[config.mk]
export PLATFORM = sky130hd
export DESIGN_NAME = sdrd_capture
export DESIGN_NICKNAME = d
export VERILOG_FILES = /design/src/rtl/sdrd_pkg.sv /design/src/rtl/sdrd_bit_timer.sv /design/src/rtl/sdrd_capture.sv
export SDC_FILE = /design/constraint.sdc
export NUM_CORES = 1
export LEC_CHECK = 0
export ABC_CLOCK_PERIOD_IN_PS = 1600
export CAP_MARGIN = 40
export CORE_ASPECT_RATIO = 0.7
export CORE_MARGIN = 5
export CORE_UTILIZATION = 25
export CTS_CLUSTER_DIAMETER = 150
export CTS_CLUSTER_SIZE = 8
export DETAILED_ROUTE_END_ITERATION = 8
export PLACE_DENSITY_LB_ADDON = 0.12
export SLEW_MARGIN = 15
export SYNTH_ARGS = -nofsm -noshare
export SYNTH_HDL_FRONTEND = slang
export SYNTH_SLANG_ARGS = --single-unit
export TNS_END_PERCENT = 100
[constraint.sdc]
create_clock -name clk -period 1.6 [get_ports clk]
set_clock_uncertainty 0.1 [all_clocks]
set_input_delay 0.48 -clock clk [delete_from_list [all_inputs] [get_ports clk]]
set_output_delay 0.48 -clock clk [all_outputs]
set_load 0.01 [all_outputs]
[src/rtl/sdrd_pkg.sv]
`default_nettype none
// +-------------------------------------------------------------------------+
// | sdrd_pkg : shared types/constants for the SDRD serial-read capture path |
// | Revision : 1.0                                                          |
// +-------------------------------------------------------------------------+
package sdrd_pkg;

  localparam int DEFAULT_WIDTH  = 8;
  localparam int DEFAULT_SETTLE = 1;

  typedef enum logic [1:0] {
    ST_IDLE  = 2'd0,
    ST_SHIFT = 2'd1,
    ST_HOLD  = 2'd2
  } state_t;

  // Counter width for values 0..n-1, never narrower than one bit.
  function automatic int cnt_width(input int n);
    return (n <= 2) ? 1 : $clog2(n);
  endfunction

endpackage
`default_nettype wire

[src/rtl/sdrd_bit_timer.sv]
`default_nettype none
// +-------------------------------------------------------------------------+
// | sdrd_bit_timer : phase counter producing per-bit strobe/sample pulses   |
// | Revision : 1.0                                                          |
// +-------------------------------------------------------------------------+
module sdrd_bit_timer
  import sdrd_pkg::*;
#(
  parameter int SETTLE = DEFAULT_SETTLE
) (
  input  logic clk,
  input  logic rst,
  input  logic en,
  output logic strobe,
  output logic sample
);

  localparam int PHASE_W = cnt_width(SETTLE + 1);

  logic [PHASE_W-1:0] phase;
  logic               phase_last;

  assign phase_last = (phase == PHASE_W'(SETTLE));

  // Phase sits at 0 whenever disabled so every read starts with a strobe.
  always_ff @(posedge clk or posedge rst) begin
    if (rst)
      phase <= '0;
    else if (!en || phase_last)
      phase <= '0;
    else
      phase <= phase + 1'b1;
  end

  assign strobe = en && (phase == '0);
  assign sample = en && phase_last;

endmodule
`default_nettype wire

[src/rtl/sdrd_capture.sv]
`default_nettype none
// +-------------------------------------------------------------------------+
// | sdrd_capture : strobe/sample SDRD bits into a word, valid/ack handoff   |
// | Option macro : SDRD_CAPTURE_PARITY_EN (trailing even-parity bit, perr)  |
// | Revision : 1.0                                                          |
// +-------------------------------------------------------------------------+
module sdrd_capture
  import sdrd_pkg::*;
#(
  parameter int WIDTH  = DEFAULT_WIDTH,
  parameter int SETTLE = DEFAULT_SETTLE
) (
  input  logic             clk,
  input  logic             rst,
  input  logic             start,
  input  logic             sdrd,
  output logic             seq_strobe,
  output logic             busy,
  output logic             rd_valid,
  output logic [WIDTH-1:0] rd_data,
  input  logic             rd_ack,
  output logic             overrun,
  output logic             perr
);

`ifdef SDRD_CAPTURE_PARITY_EN
  localparam int NBITS = WIDTH + 1;
`else
  localparam int NBITS = WIDTH;
`endif
  localparam int BIT_W = cnt_width(WIDTH + 2);

  state_t             state, state_nx;
  logic [BIT_W-1:0]   bit_cnt;
  logic [WIDTH-1:0]   data_nx;
  logic               sample;
  logic               last_sample;
  logic               hold_ack;

  sdrd_bit_timer #(.SETTLE(SETTLE)) u_timer (
    .clk    (clk),
    .rst    (rst),
    .en     (state == ST_SHIFT),
    .strobe (seq_strobe),
    .sample (sample)
  );

  assign last_sample = sample && (bit_cnt == BIT_W'(NBITS - 1));
  assign hold_ack    = (state == ST_HOLD) && rd_ack;
  assign busy        = (state == ST_SHIFT);
  assign rd_valid    = (state == ST_HOLD);

  always_ff @(posedge clk or posedge rst) begin
    if (rst)
      state <= ST_IDLE;
    else
      state <= state_nx;
  end

  always_comb begin
    state_nx = state;
    case (state)
      ST_IDLE:  if (start)       state_nx = ST_SHIFT;
      ST_SHIFT: if (last_sample) state_nx = ST_HOLD;
      ST_HOLD:  if (rd_ack)      state_nx = start ? ST_SHIFT : ST_IDLE;
      default:                   state_nx = ST_IDLE;
    endcase
  end

  always_ff @(posedge clk or posedge rst) begin
    if (rst)
      bit_cnt <= '0;
    else if (state != ST_SHIFT)
      bit_cnt <= '0;
    else if (sample)
      bit_cnt <= bit_cnt + 1'b1;
  end

  // Only the addressed data bit changes; the parity slot writes nothing.
  always_comb begin
    data_nx = rd_data;
    for (int i = 0; i < WIDTH; i++)
      if (bit_cnt == BIT_W'(i)) data_nx[i] = sdrd;
  end

  always_ff @(posedge clk or posedge rst) begin
    if (rst)
      rd_data <= '0;
    else if (sample)
      rd_data <= data_nx;
  end

  always_ff @(posedge clk or posedge rst) begin
    if (rst)
      overrun <= 1'b0;
    else if (hold_ack)
      overrun <= 1'b0;
    else if ((state == ST_HOLD) && start)
      overrun <= 1'b1;
  end

`ifdef SDRD_CAPTURE_PARITY_EN
  // At the last sample sdrd carries the parity bit and rd_data is complete.
  always_ff @(posedge clk or posedge rst) begin
    if (rst)
      perr <= 1'b0;
    else if (last_sample)
      perr <= (^rd_data) ^ sdrd;
    else if (hold_ack)
      perr <= 1'b0;
  end
`else
  assign perr = 1'b0;
`endif

endmodule
`default_nettype wire
=== After elaboration in Yosys (flattened, before gate mapping) ===
Index checks and enable logic that the tools add are counted.

* Register bits: 16
* Output and inout bits: 13

* Add/sub/neg operators: 2
* Equal/unequal tests: 13
* Muxes and demuxes: 10
* Bitwise logic cells: 1
* Reductions and logical operators: 20

{| class="wikitable"
|+ Operators with widths
! operator !! count
|-
| $eq 4x3->1 const B || 4
|-
| $reduce_and 2->1 || 8
|-
| $eq 4x2->1 const B || 2
|-
| $mux 4 || 2
|-
| $mux 2 || 3
|-
| $pmux 2 s3 || 1
|-
| $logic_and 1x1->1 || 5
|-
| $add 4x1->4 const B || 1
|-
| $eq 4x1->1 const B || 1
|-
| $logic_not 4->1 || 1
|-
| $mux 1 || 4
|-
| $ne 2x1->1 const B || 2
|-
| $ne 2x2->1 const B || 2
|-
| $reduce_bool 2->1 || 2
|-
| $reduce_and 3->1 || 1
|-
| $eq 2x1->1 const B || 1
|-
| $eq 2x2->1 const B || 1
|-
| $logic_not 2->1 || 1
|-
| $add 1x1->1 const B || 1
|-
| $logic_not 1->1 || 1
|-
| $logic_or 1x1->1 || 1
|-
| $not 1->1 || 1
|}

=== Logic depth before layout (Yosys ltp) ===
Gate-level depths: netlist (run 1).

* Depth after elaboration: 5
* Gate-level depth with buffers: 5
* Gate-level depth less buffers: 4

=== Modules after synthesis ===
A second synthesis (run 1) with hierarchy kept.

* Cells, all modules: 69
* Area total of the unflattened synthesis: 887.1 um^2

{| class="wikitable"
|+ Modules (own cells, without submodules)
! module !! instances !! cells an instance !! area an instance (um^2)
|-
| sdrd_capture || 1 || 65 || 842.1
|-
| sdrd_bit_timer || 1 || 4 || 45.0
|}

=== Worst setup path before layout (run 1) ===
OpenSTA, ideal clock, no wires.

* Kind: flip-flop to flip-flop
* From: register u_timer.phase
* To: register rd_data[0]
* Setup time: 0.127 ns
* Arrival: 1.192 ns
* Data required time: 1.373 ns
* Path slack: 0.181 ns
* Stages on the path, launching flop included: 6
* Clock period less this slack: 1.419 ns
* Path through: dfrtp_1 -> buf_4 -> and4bb_1 -> buf_6 -> nand3b_1 -> mux2_1

* Word-level cells in the longest chain between the ends: 2

{| class="wikitable"
|+ Ends and longest elaborated chain
! element !! line !! RTL
|-
| start: declaration || sdrd_bit_timer.sv:20 || <nowiki>logic [PHASE_W-1:0] phase;</nowiki>
|-
| start signal: assignment || sdrd_bit_timer.sv:32 || <nowiki>phase <= phase + 1'b1;</nowiki>
|-
| $logic_and 1x1->1 || sdrd_bit_timer.sv:36 || <nowiki>assign sample = en && phase_last;</nowiki>
|-
| $reduce_and 2->1 (no source line) || n/a ||
|-
| end signal: assignment || sdrd_capture.sv:90 || <nowiki>rd_data <= data_nx;</nowiki>
|-
| end: declaration || sdrd_capture.sv:20 || <nowiki>output logic [WIDTH-1:0] rd_data,</nowiki>
|}

No other way between the ends.
A chain may end at the register's enable or synchronous reset.

=== Worst setup path in the final report (run 1) ===
* From: register state[1]
* To: output rd_valid

* Word-level cells in the longest chain between the ends: 1

{| class="wikitable"
|+ Ends and longest elaborated chain
! element !! line !! RTL
|-
| start: declaration || sdrd_capture.sv:33 || <nowiki>state_t state, state_nx;</nowiki>
|-
| start signal: assignment || sdrd_capture.sv:57 || <nowiki>state <= state_nx;</nowiki>
|-
| $eq 2x2->1 || sdrd_capture.sv:51 || <nowiki>assign rd_valid = (state == ST_HOLD);</nowiki>
|-
| end: declaration || sdrd_capture.sv:19 || <nowiki>output logic rd_valid,</nowiki>
|}

No other way between the ends.

==> summary by stage, run 1 <==
Floorplan
Pin placement for this block handled 18 I/O pins. The initialized floorplan defines 17 standard-cell rows. The overall die area is 4400 um^2. The vertical die dimension is 57.02 um. The starting density of the core is 25.60%. The horizontal die dimension is 77.17 um. The placeable core region is 3084 um^2.

Routing
The number of nets with antenna violations after routing is 0. The first TritonRoute pass finished after 4 iterations. The DRC violation count after routing is 0. The average wire length per cell after detail routing is 12.27 um. The ratio of routed vias to standard cells is 4.167.

Detailed routing inserted a total of 550 vias. Wires add up to 1.619 mm. The number of DRC markers after the initial detailed-route iteration is 18.

STA
The top achievable clock speed is 0.6312 GHz. The final count of pins violating max slew is 0. The final setup slack of the worst path is 0.01559 ns. Subtracting the final worst setup slack from the clock period gives 1.584 ns. Hold timing on the final database bottoms out at a slack of 0.3755 ns. Setup violations remaining at the end of the flow were counted as 0. The number of endpoints with negative hold slack in the final report was 0. The final cycle utilization of the critical path is 99.03%. Setup repair after global routing could not meet its margin everywhere.

Pwr
The static leakage power is 0.5265 nW. The power per cell area is 1975 nW/um^2. The total chip power is 2.224 mW. The maximum resistive drop on vdd is 0.5868 mV.

Layout
The area growth from synthesis to layout is 42.63%. The layout cell share with drive strength beyond 1 is 32.98%. The sequential cells in the finished layout cover a total of 401.6 um^2.

The post-route cell area is 1126 um^2. The finished layout holds 132 standard cells, fillers aside. The multi-input combinational cells in the finished layout cover a total of 384.1 um^2.

0 antenna diodes ended up in the layout. At the end of the flow, the number of nets in the layout was 105. The number of filler cells placed in the layout is 309.

Worst hold path
The cell depth of the worst min-delay path is 1. The path type of the worst min-delay path is reg2reg.

Synthesis
The cell taking the most area after synthesis is sky130_fd_sc_hd__dfrtp_1. The synthesis warning total is 0. Ranked by total cell area, the synthesized netlist is headed by sky130_fd_sc_hd__dfrtp_1 51%, sky130_fd_sc_hd__mux2_1 8.6%, sky130_fd_sc_hd__ha_1 6.3%, sky130_fd_sc_hd__nand3b_1 3.8%, sky130_fd_sc_hd__buf_6 2.9%. The synthesized netlist occupies a cell area of 789.5 um^2. The number of distinct standard cells referenced by the synthesized netlist is 25.

In this run the biggest area consumer among cell types represents 50.71% of the synthesized area. The net count after synthesis is 77. The gate count of the mapped netlist is 68. In this run, synthesis produced a sequential element count of 16. The sequential share of the synthesized area is 50.71%. The synthesized area divided by synthesized cell count is 11.61 um^2.

Clock network
The number of buffers between clock root and the deepest sink is 2. The number of buffers inserted during clock tree synthesis is 3. The number of buffers inserted by hold repair at cts is 0. The tree is rooted in a sky130_fd_sc_hd__clkbuf_8.

The number of sinks handled by clock tree synthesis is 16. The CTS tree is yes. The worst-skew pair later-pin latency is 0.25 ns. Clock-pin slew was measured on the worst setup and hold paths at 0.06 ns. The H-tree depth is 1.

GRT
The overall global routing resource usage is 7.880%. The number of global-route vias before repair came to 571. The routing layer with the top usage in global route is met2. The global-route track usage on met2 is 11.15%. In the global route stage, met1 resource usage came out at 10.30%.

After global routing the overflow that remains totals 0. The first-pass GRT wire length is 2.718 mm. The number of antenna violations at the first check in global routing is 0. The global routing met3 resource utilization is 4.416%. Entering global routing, the biggest net connects 17 pins.

Run
The max-cap check violation count is 0.

Placement
Port buffering added 16 buffers. The HPWL after detailed placement is 1.167 mm. The number of instances in the placed design is 127.

The routability congestion estimate is 0.7266. The setup slack after placement is -0.2685 ns. The total placed instance area is 1027 um^2.

Worst setup path
The classification of the worst setup path is reg2out. The data required time of the critical path is 1.02 ns. Of all nets on the critical path, the largest fanout is 3. The worst setup path is launched from a flop.

The arrival time of data at the critical path endpoint is 1.00 ns. The worst setup path is captured at an output port. The number of cells on the worst reg-to-reg path is 5.

Run status
The run finished with clean final reports.
==> area by class of cell <==
type	instances	area share (%)
clock buffers	3	3.667
inverters	5	1.667
multi-input cells	43	34.11
flip-flops and latches	16	35.67
well taps	38	4.222
repair buffers	27	20.67
==> timing repair <==
item                                    CTS  global route
endpoints found under the setup margin   12             9
pin swaps                                 0             0
resized for setup                        28             9
setup buffers                             2             0
==> stage by stage <==
| stage | util [%] | setup TNS (ns) |
|---|---|---|
| final | 36.51 | 0 |
| after global routing | 36.51 | -0.05073 |
| after CTS | 35.25 | 0 |
| after detailed placement | 33.31 | -0.6253 |
| after global placement | 33.31 | -0.5882 |
| after floorplan | - | 0 |
==> cells in the final DEF (no fill, tap or decap), drive strengths merged, types with 2 or more instances in the layout <==
| cell | netlist | final |
|---|---|---|
| dfrtp | 16 | 16 |
| buf | 4 | 14 |
| dlygate4sd2 | 0 | 9 |
| mux2 | 8 | 8 |
| inv | 5 | 5 |
| nor2 | 5 | 5 |
| nand3b | 4 | 4 |
| ha | 4 | 4 |
| clkdlybuf4s50 | 0 | 4 |
| nand3 | 4 | 4 |
| nand2 | 3 | 3 |
| clkbuf | 0 | 3 |
| xor2 | 2 | 2 |
| o22ai | 2 | 2 |
| a21oi | 2 | 2 |
==> synth_stat cells <==
cell                       instances
sky130_fd_sc_hd__nand3_1           3
sky130_fd_sc_hd__xor2_1            2
sky130_fd_sc_hd__mux2_2            1
sky130_fd_sc_hd__dfrtp_1          16
sky130_fd_sc_hd__and4bb_1          1
sky130_fd_sc_hd__nand2b_1          1
sky130_fd_sc_hd__nand4_1           1
sky130_fd_sc_hd__xnor2_1           1
sky130_fd_sc_hd__o21ai_0           1
sky130_fd_sc_hd__nand3_2           1
sky130_fd_sc_hd__nor2_1            5
sky130_fd_sc_hd__mux2_1            6
sky130_fd_sc_hd__o22ai_1           2
sky130_fd_sc_hd__a21oi_1           2
sky130_fd_sc_hd__nand2_1           3
sky130_fd_sc_hd__nor2b_1           1
sky130_fd_sc_hd__nor3_1            1
sky130_fd_sc_hd__inv_1             5
sky130_fd_sc_hd__conb_1            1
sky130_fd_sc_hd__mux2_4            1
sky130_fd_sc_hd__buf_4             2
sky130_fd_sc_hd__buf_6             2
sky130_fd_sc_hd__ha_1              4
sky130_fd_sc_hd__nand3b_1          4
sky130_fd_sc_hd__mux2i_1           1
==> power by group <==
group | leakage, nW | internal (mW) | total (mW) | switching (mW)
registers | 0.191 | 0.606 | 0.761 | 0.156
clock network | 0.0216 | 0.167 | 0.302 | 0.135
logic | 0.314 | 0.655 | 1.16 | 0.505
==> registers in the layout (all words and copies together), names as in the netlist <==
| name | count |
|---|---|
| bit_cnt | 4 |
| overrun | 1 |
| rd_data | 8 |
| state | 2 |
| u_timer.phase | 1 |
==> metal layers <==
layer | vias to the layer above | share of wire [%]
met4 | 0 | 0
met2 | 16 | 41
li1 | 283 | -
met1 | 251 | 51
met5 | - | 0
met3 | 0 | 7.7
==> logic make-up (layout without fill, tap and decap cells) <==
group | Yosys count | count (layout) | share of synthesized area [%]
flops | 16 | 16 | 50.71
compound gates | 5 | 5 | 3.486
xor+xnor | 3 | 3 | 3.329
simple gates | 21 | 21 | 15.37
mux | 9 | 9 | 13.15
fa+ha+maj | 4 | 4 | 6.339
other cells | 1 | 1 | 0.4750
buf+inv | 9 | 35 | 7.131
==> final timing paths <==
| check | start | end | slack (ns) |
|---|---|---|---|
| setup / recovery | state[1]$_DFFE_PP0P_ | rd_valid | 0.02 |
| hold / removal | u_timer.phase$_DFF_PP0_ | u_timer.phase$_DFF_PP0_ | 0.38 |
| setup reg to reg | state[1]$_DFFE_PP0P_ | rd_data[7]$_DFFE_PP0P_ | 0.05 |
| hold reg to reg | u_timer.phase$_DFF_PP0_ | u_timer.phase$_DFF_PP0_ | 0.38 |
| max in group asynchronous | rst | state[0]$_DFFE_PP0P_ | 0.77 |
| min in group asynchronous | rst | rd_data[3]$_DFFE_PP0P_ | 0.43 |
==> critical path: stages, from the launching register on <==
cell and delay [ns]:
sky130_fd_sc_hd__dfrtp_1 0.38, sky130_fd_sc_hd__buf_4 0.14, sky130_fd_sc_hd__nor2b_4 0.12, sky130_fd_sc_hd__buf_6 0.12
Note: power is estimated with default switching activity, not from simulation.
==> run 2: changes to the inputs <==
--- a/config.mk
+++ b/config.mk
@@ -7,13 +7,12 @@
 export LEC_CHECK = 0
 export ABC_CLOCK_PERIOD_IN_PS = 1600
 export CAP_MARGIN = 40
-export CORE_ASPECT_RATIO = 0.7
 export CORE_MARGIN = 5
 export CORE_UTILIZATION = 25
 export CTS_CLUSTER_DIAMETER = 150
-export CTS_CLUSTER_SIZE = 8
 export DETAILED_ROUTE_END_ITERATION = 8
 export PLACE_DENSITY_LB_ADDON = 0.12
+export RECOVER_POWER = 50
 export SLEW_MARGIN = 15
 export SYNTH_ARGS = -nofsm -noshare
 export SYNTH_HDL_FRONTEND = slang
==> summary by stage, run 2 (synthesis results as in run 1) <==
Run status
Status: complete, but fails checks (was finished, final reports clean). The checks that failed: setup timing.

Worst setup path
The number of cells on the worst reg-to-reg path came to 6 (was 5). The number of buffer and inverter stages on the critical path is 2 (unchanged). The maximum cell stage delay along the critical path is 0.42 ns (was 0.38 ns).

The peak fanout along the critical path is 3 (unchanged). The cell family with the largest share of critical-path delay is flip-flops (unchanged). The data required time of the critical path was 1.02 ns (about the same). The launching element type of the critical path was a flop (unchanged). The kind of end point of the critical path is an output port (unchanged).

Critical-path cell list: buf_4, nor2b_4, buf_6 (unchanged). The classification of the worst setup path was reg2out (unchanged). The critical path's slowest cell was sky130_fd_sc_hd__dfrtp_1 (unchanged). The critical path depth in cells is 3 (unchanged). The arrival time of data at the critical path endpoint is 1.07 ns (was 1.00 ns).

STA
The minimum hold slack is 0.3776 ns (was 0.3755 ns). The final setup slack of the worst path came to -0.04770 ns (was 0.01559 ns). The final cycle utilization of the critical path came to 103.0% (was 99.03%). The final count of pins violating max slew is 0 (unchanged). The sum of negative setup slack came to -0.1246 ns (was 0 ns). The top achievable clock speed is 0.6069 GHz (was 0.6312 GHz). The setup violation total in the final timing report is 3 (was 0). RSZ-0062 raised after global routing: yes (unchanged). The number of endpoints with negative hold slack in the final report is 0 (unchanged). The final period demand of the worst path is 1.648 ns (was 1.584 ns).

Placement
The setup slack after placement was -0.2271 ns (was -0.2685 ns). The routability congestion estimate is 0.7436 (was 0.7266). The port buffer count is 16 (unchanged). The HPWL after detailed placement is 1.113 mm (was 1.167 mm). The total placed instance area is 1027 um^2 (unchanged).

Routing
The number of nets with antenna violations after routing is 0 (unchanged). The routed wire length was 1.579 mm (was 1.619 mm). The ratio of routed vias to standard cells is 4.070 (was 4.167). The DRC violation count after routing is 0 (unchanged). The first-pass iteration count of the detailed router came to 4 (unchanged).

The via total after detailed routing is 578 (was 550). The average wire length per cell after detail routing is 11.12 um (was 12.27 um). The number of DRC markers after the initial detailed-route iteration is 7 (was 18).

Clock network
The clock transition at the registers of the reported paths is 0.09 ns (was 0.06 ns). The CTS tree is yes (unchanged). The number of sinks handled by clock tree synthesis is 16 (unchanged). The library cell used as clock root buffer is sky130_fd_sc_hd__clkbuf_4 (was sky130_fd_sc_hd__clkbuf_8). The worst-skew pair later-pin latency is 0.28 ns (was 0.25 ns). The H-tree depth was 1 (unchanged).

The number of buffers inserted during clock tree synthesis is 3 (unchanged). The number of buffers inserted by hold repair at cts is 0 (unchanged). The number of buffers between clock root and the deepest sink was 2 (unchanged).

GRT
The largest net degree at the start of global routing is 17 (unchanged). The first-pass GRT wire length is 2.642 mm (was 2.718 mm). The number of antenna violations at the first check in global routing came to 0 (unchanged). The overflow left after global routing was 0 (unchanged). The number of global-route vias before repair is 606 (was 571). The overall global routing resource usage is 8.165% (was 7.880%).

Worst hold path
The path type of the worst min-delay path was reg2reg (unchanged). The cell depth of the worst min-delay path came to 1 (unchanged).

Run
The max-cap check violation count is 0 (unchanged).

Floorplan
The vertical die dimension came to 66.20 um (was 57.02 um). The number of ports placed on the die boundary was 18 (unchanged). The starting density of the core is 25.86% (was 25.60%).

The overall die area is 4382 um^2 (was 4400 um^2). The horizontal die dimension was 66.20 um (was 77.17 um). The placeable core region came to 3053 um^2 (was 3084 um^2). The standard-cell row count is 20 (was 17).

Pwr
The sequential cell fraction of total power is 33.3% (was 34.2%). The maximum resistive drop on vdd is 0.9978 mV (was 0.5868 mV). The share of total power in the clock network was 11.9% (was 13.6%). The power per cell area was 1924 nW/um^2 (was 1975 nW/um^2).

The net switching power figure was 792.3 uW (was 796.0 uW). The combinational power share is 54.7% (was 52.2%). The static leakage power was 0.5370 nW (was 0.5265 nW). The proportion of total power due to net switching is 35.66% (was 35.80%). The total internal power is 1.430 mW (was 1.428 mW).

Layout
The net total in the final layout is 108 (was 105). The number of flip-flops in the largest register is 8 (unchanged). The number of antenna cells inserted was 0 (unchanged). Largest regs: rd_data x8, bit_cnt x4, state x2 (unchanged). The most common library cell in the layout ignoring fill and taps is sky130_fd_sc_hd__dfrtp_1 (unchanged). The post-route cell area is 1155 um^2 (was 1126 um^2). The area growth from synthesis to layout is 46.28% (was 42.63%). The layout cell share with drive strength beyond 1 is 34.69% (was 32.98%).

The most flop-heavy register is rd_data (unchanged). Most used cells in the layout excluding fill and tap cells: 16 x sky130_fd_sc_hd__dfrtp_1, 12 x sky130_fd_sc_hd__buf_4, 9 x sky130_fd_sc_hd__dlygate4sd2_1 (was 15 x sky130_fd_sc_hd__dfrtp_1, 10 x sky130_fd_sc_hd__buf_4, 9 x sky130_fd_sc_hd__dlygate4sd2_1).
run 2: changes by cell type in the layout (fill, tap and decap cells not counted), sizes merged:
cell and change:
buf +2, clkbuf +2, clkdlybuf4s50 -1, dlygate4sd3 +1
run 2: worst paths after layout:
path,start,end,slack [ns]
setup / recovery,state[0]$_DFFE_PP0P_,rd_valid,-0.05
hold / removal,u_timer.phase$_DFF_PP0_,u_timer.phase$_DFF_PP0_,0.38
setup reg to reg,state[0]$_DFFE_PP0P_,rd_data[3]$_DFFE_PP0P_,0.03
hold reg to reg,u_timer.phase$_DFF_PP0_,u_timer.phase$_DFF_PP0_,0.38
max in group asynchronous,rst,bit_cnt[0]$_DFFE_PP0P_,0.49
min in group asynchronous,rst,rd_data[7]$_DFFE_PP0P_,0.61
run 2: power groups by stage:
stage,clock network (mW),registers [mW],logic [mW]
floorplan,0,0.778,0.585
global route,0.299,0.775,1.35
detailed placement,0,0.745,1.07
global placement,0,0.737,1.07
finish,0.265,0.741,1.22
CTS,0.285,0.732,1.02
run 2: timing repair:
| action | 4_1_cts | 5_1_grt |
|---|---|---|
| setup endpoints to repair | 12 | 10 |
| pin swaps | 1 | 3 |
| resized for setup | 26 | 13 |
| cloned | 0 | 0 |
| setup buffers | 2 | 4 |
run 2: final cells by class:
class / instances / area [um^2]
clock buffers: 4 / 36.28
fillers: 318 / 1898
inverters: 5 / 18.77
multi-input cells: 43 / 385.4
flip-flops and latches: 16 / 400.4
well taps: 44 / 55.05
repair buffers: 30 / 259.0
run 2: stage by stage:
step | utilization (%) | power (mW) | std cells
after floorplan | - | 1.363 | 68
after global placement | 33.65 | 1.804 | 132
after detailed placement | 33.65 | 1.813 | 132
after CTS | 35.00 | 2.036 | 138
after global routing | 37.83 | 2.424 | 142
final | 37.83 | 2.222 | 142
run 2: metal layers:
layer | vias to the layer above | part of all wire, % | wire (um) | GRT usage, %
li1 | 285 | - | - | -
met1 | 281 | 49 | 770 | 9.728
met2 | 10 | 45 | 707 | 13.14
met3 | 2 | 5.3 | 84 | 3.741
met4 | 0 | 1.1 | 17 | 2.284
met5 | - | 0 | 0 | 0
==> run 3: changes to the inputs <==
--- a/config.mk
+++ b/config.mk
@@ -5,7 +5,7 @@
 export SDC_FILE = /design/constraint.sdc
 export NUM_CORES = 1
 export LEC_CHECK = 0
-export ABC_CLOCK_PERIOD_IN_PS = 1600
+export ABC_CLOCK_PERIOD_IN_PS = 1500
 export CAP_MARGIN = 40
 export CORE_MARGIN = 5
 export CORE_UTILIZATION = 25
@@ -13,6 +13,7 @@
 export DETAILED_ROUTE_END_ITERATION = 8
 export PLACE_DENSITY_LB_ADDON = 0.12
 export RECOVER_POWER = 50
+export SKIP_LAST_GASP = 1
 export SLEW_MARGIN = 15
 export SYNTH_ARGS = -nofsm -noshare
 export SYNTH_HDL_FRONTEND = slang
==> constraint.sdc (replaced) <==
create_clock -name clk -period 1.5 [get_ports clk]
set_clock_uncertainty 0.1 [all_clocks]
set_input_delay 0.3 -clock clk [delete_from_list [all_inputs] [get_ports clk]]
set_output_delay 0.3 -clock clk [all_outputs]
set_load 0.01 [all_outputs]
==> summary by stage, run 3 (synthesis results as in run 1) <==
Routing
The via total after detailed routing was 538 (was 578). The DRC violation count after routing is 0 (unchanged). The routed wire length came to 1.434 mm (was 1.579 mm). The ratio of routed vias to standard cells is 3.899 (was 4.070). The average wire length per cell after detail routing is 10.39 um (was 11.12 um). The first-pass iteration count of the detailed router came to 4 (unchanged).

The number of DRC markers after the initial detailed-route iteration came to 10 (was 7). The number of nets with antenna violations after routing was 0 (unchanged).

Layout
The layout cell share with drive strength beyond 1 is 25.53% (was 34.69%). Most used cells in the layout excluding fill and tap cells: 16 x sky130_fd_sc_hd__dfrtp_1, 9 x sky130_fd_sc_hd__dlygate4sd2_1, 9 x sky130_fd_sc_hd__buf_4 (was 16 x sky130_fd_sc_hd__dfrtp_1, 12 x sky130_fd_sc_hd__buf_4, 9 x sky130_fd_sc_hd__dlygate4sd2_1). The number of antenna cells inserted is 0 (unchanged). The net total in the final layout is 104 (was 108). The most flop-heavy register is rd_data (unchanged). The most common library cell in the layout ignoring fill and taps is sky130_fd_sc_hd__dfrtp_1 (unchanged). Largest regs: rd_data x8, bit_cnt x4, state x2 (unchanged).

The filler-free cell count of the finished design is 138 (was 142). The number of flip-flops in the largest register is 8 (unchanged). The number of filler cells placed in the layout is 335 (was 318). The area growth from synthesis to layout is 35.50% (was 46.28%).

Floorplan
The overall die area is 4382 um^2 (unchanged). The number of ports placed on the die boundary is 18 (unchanged). The vertical die dimension came to 66.20 um (unchanged). The horizontal die dimension was 66.20 um (unchanged). The starting density of the core came to 25.86% (unchanged).

The placeable core region is 3053 um^2 (unchanged). The standard-cell row count came to 20 (unchanged).

Worst setup path
The peak fanout along the critical path is 4 (was 3). The end of the critical path was seq_strobe (was rd_valid). The cell family with the largest share of critical-path delay is flip-flops (unchanged). The setup slack of the worst register-to-register path was 0.06 ns (was 0.03 ns). The maximum cell stage delay along the critical path was 0.41 ns (was 0.42 ns).

The number of buffer and inverter stages on the critical path is 1 (was 2). The launch point of the worst path is state[1]$_DFFE_PP0P_ (was state[0]$_DFFE_PP0P_). The data required time of the critical path is 1.10 ns (was 1.02 ns). The critical path depth in cells came to 3 (unchanged). The kind of end point of the critical path is an output port (unchanged).

The worst flop-to-flop path endpoint is rd_data[6]$_DFFE_PP0P_ (was rd_data[3]$_DFFE_PP0P_). The arrival time of data at the critical path endpoint is 1.10 ns (was 1.07 ns). The launching element type of the critical path is a flop (unchanged).

The number of cells on the worst reg-to-reg path is 3 (was 6). The launch point of the worst reg-to-reg path is state[1]$_DFFE_PP0P_ (was state[0]$_DFFE_PP0P_). Critical-path cell list: nand2b_4, nor2_2, buf_2 (was buf_4, nor2b_4, buf_6).

The critical path's slowest cell was sky130_fd_sc_hd__dfrtp_1 (unchanged). The classification of the worst setup path is reg2out (unchanged).

Clock network
The number of sinks handled by clock tree synthesis came to 16 (unchanged). The worst-skew pair later-pin latency is 0.28 ns (about the same). The CTS tree is yes (unchanged). The library cell used as clock root buffer is sky130_fd_sc_hd__clkbuf_4 (unchanged). The number of buffers inserted during clock tree synthesis is 3 (unchanged).

The number of buffers between clock root and the deepest sink is 2 (unchanged). The H-tree depth is 1 (unchanged). The clock transition at the registers of the reported paths was 0.09 ns (about the same).

GRT
The first-pass GRT wire length is 2.608 mm (was 2.642 mm). The number of global-route vias before repair is 574 (was 606). The overall global routing resource usage is 8.014% (was 8.165%). The overflow left after global routing was 0 (unchanged). The largest net degree at the start of global routing is 17 (unchanged). The number of antenna violations at the first check in global routing is 0 (unchanged).

Worst hold path
The path type of the worst min-delay path is reg2reg (unchanged).

STA
The sum of negative setup slack is 0 ns (was -0.1246 ns). The final period demand of the worst path is 1.496 ns. At the pin with the least slew margin, the transition time is 0.8793 ns. The final cycle utilization of the critical path is 99.76%. The setup violation total in the final timing report was 0 (was 3).

The number of endpoints with negative hold slack in the final report is 0 (unchanged). Based on the critical path, the design can be clocked at up to 0.6682 GHz. RSZ-0062 raised after global routing: yes (unchanged).

The final count of pins violating max slew is 0 (unchanged). The headroom to the max-slew limit is 41.38%.

Run
The max-cap check violation count is 0 (unchanged).

Pwr
The power per cell area is 1997 nW/um^2 (was 1924 nW/um^2). The static leakage power is 0.4863 nW (was 0.5370 nW). The maximum resistive drop on vdd was 1.072 mV (was 0.9978 mV).

Placement
The HPWL after detailed placement is 1.129 mm (was 1.113 mm). The port buffer count was 16 (unchanged). The routability congestion estimate is 0.7467 (was 0.7436). The number of instances in the placed design came to 134 (was 132).

Run status
Status: finished, final reports clean (was complete, but fails checks).
run 3: cell count changes in the layout (fill, tap and decap cells not counted), moves of 3 or more:
cell,previous run,this run
sky130_fd_sc_hd__buf_4,12,9
sky130_fd_sc_hd__mux2_4,5,1
sky130_fd_sc_hd__mux2_1,2,6
sky130_fd_sc_hd__buf_6,4,0
sky130_fd_sc_hd__buf_2,0,3
run 3: stage by stage:
stage	setup WS [ns]	hold slack (ns)	utilization, %	area, um^2	power [mW]
after floorplan	0.08069	0.1137	-	789.5	1.454
after global placement	-0.1321	0.3673	34.14	1042	1.955
after detailed placement	-0.1405	0.3647	34.14	1042	1.964
after CTS	-0.07784	0.2101	34.92	1066	2.147
after global routing	-0.08367	0.4042	35.04	1070	2.352
final	0.003534	0.3672	35.04	1070	2.137
run 3: cell type report:
cell class                      instances  area, um^2  area share [%]
Sequential cell                        16       400.4           37.43
Tap cell                               44       55.05           5.146
Timing Repair Buffer                   26       205.2           19.18
Clock buffer                            4       36.28           3.392
Multi-Input combinational cell         43       354.1           33.10
Inverter                                5       18.77           1.754
run 3: report_power, final:
group          switching [mW]  leakage [nW]  internal [mW]
combinational           0.481         0.274          0.577
clock                   0.132        0.0210          0.148
sequential              0.157         0.191          0.641
run 3: worst min-delay path by stage:
stage                                  from  slack (ns)  cells after the start                 endpoint
floorplan                               rst        0.11                      1   bit_cnt[0]$_DFFE_PP0P_
global placement    u_timer.phase$_DFF_PP0_        0.37                      1  u_timer.phase$_DFF_PP0_
detailed placement  u_timer.phase$_DFF_PP0_        0.36                      1  u_timer.phase$_DFF_PP0_
CTS                                     rst        0.21                      3   rd_data[1]$_DFFE_PP0P_
global route        u_timer.phase$_DFF_PP0_        0.40                      1  u_timer.phase$_DFF_PP0_
finish              u_timer.phase$_DFF_PP0_        0.37                      1  u_timer.phase$_DFF_PP0_
run 3: timing repair:
| action | CTS | global route |
|---|---|---|
| gates resized for setup | 22 | 5 |
| pin swaps | 1 | 0 |
| endpoints found under the setup margin | 15 | 10 |
| hold buffers | 0 | 0 |
| setup buffers | 0 | 0 |
| endpoints found under the hold margin | 0 | 0 |
run 3: routing by layer:
layer | track usage [%] | wire length [um]
met5 | 0 | 0
met4 | 2.284 | 16
met3 | 4.592 | 94
met2 | 12.14 | 618
met1 | 9.593 | 704
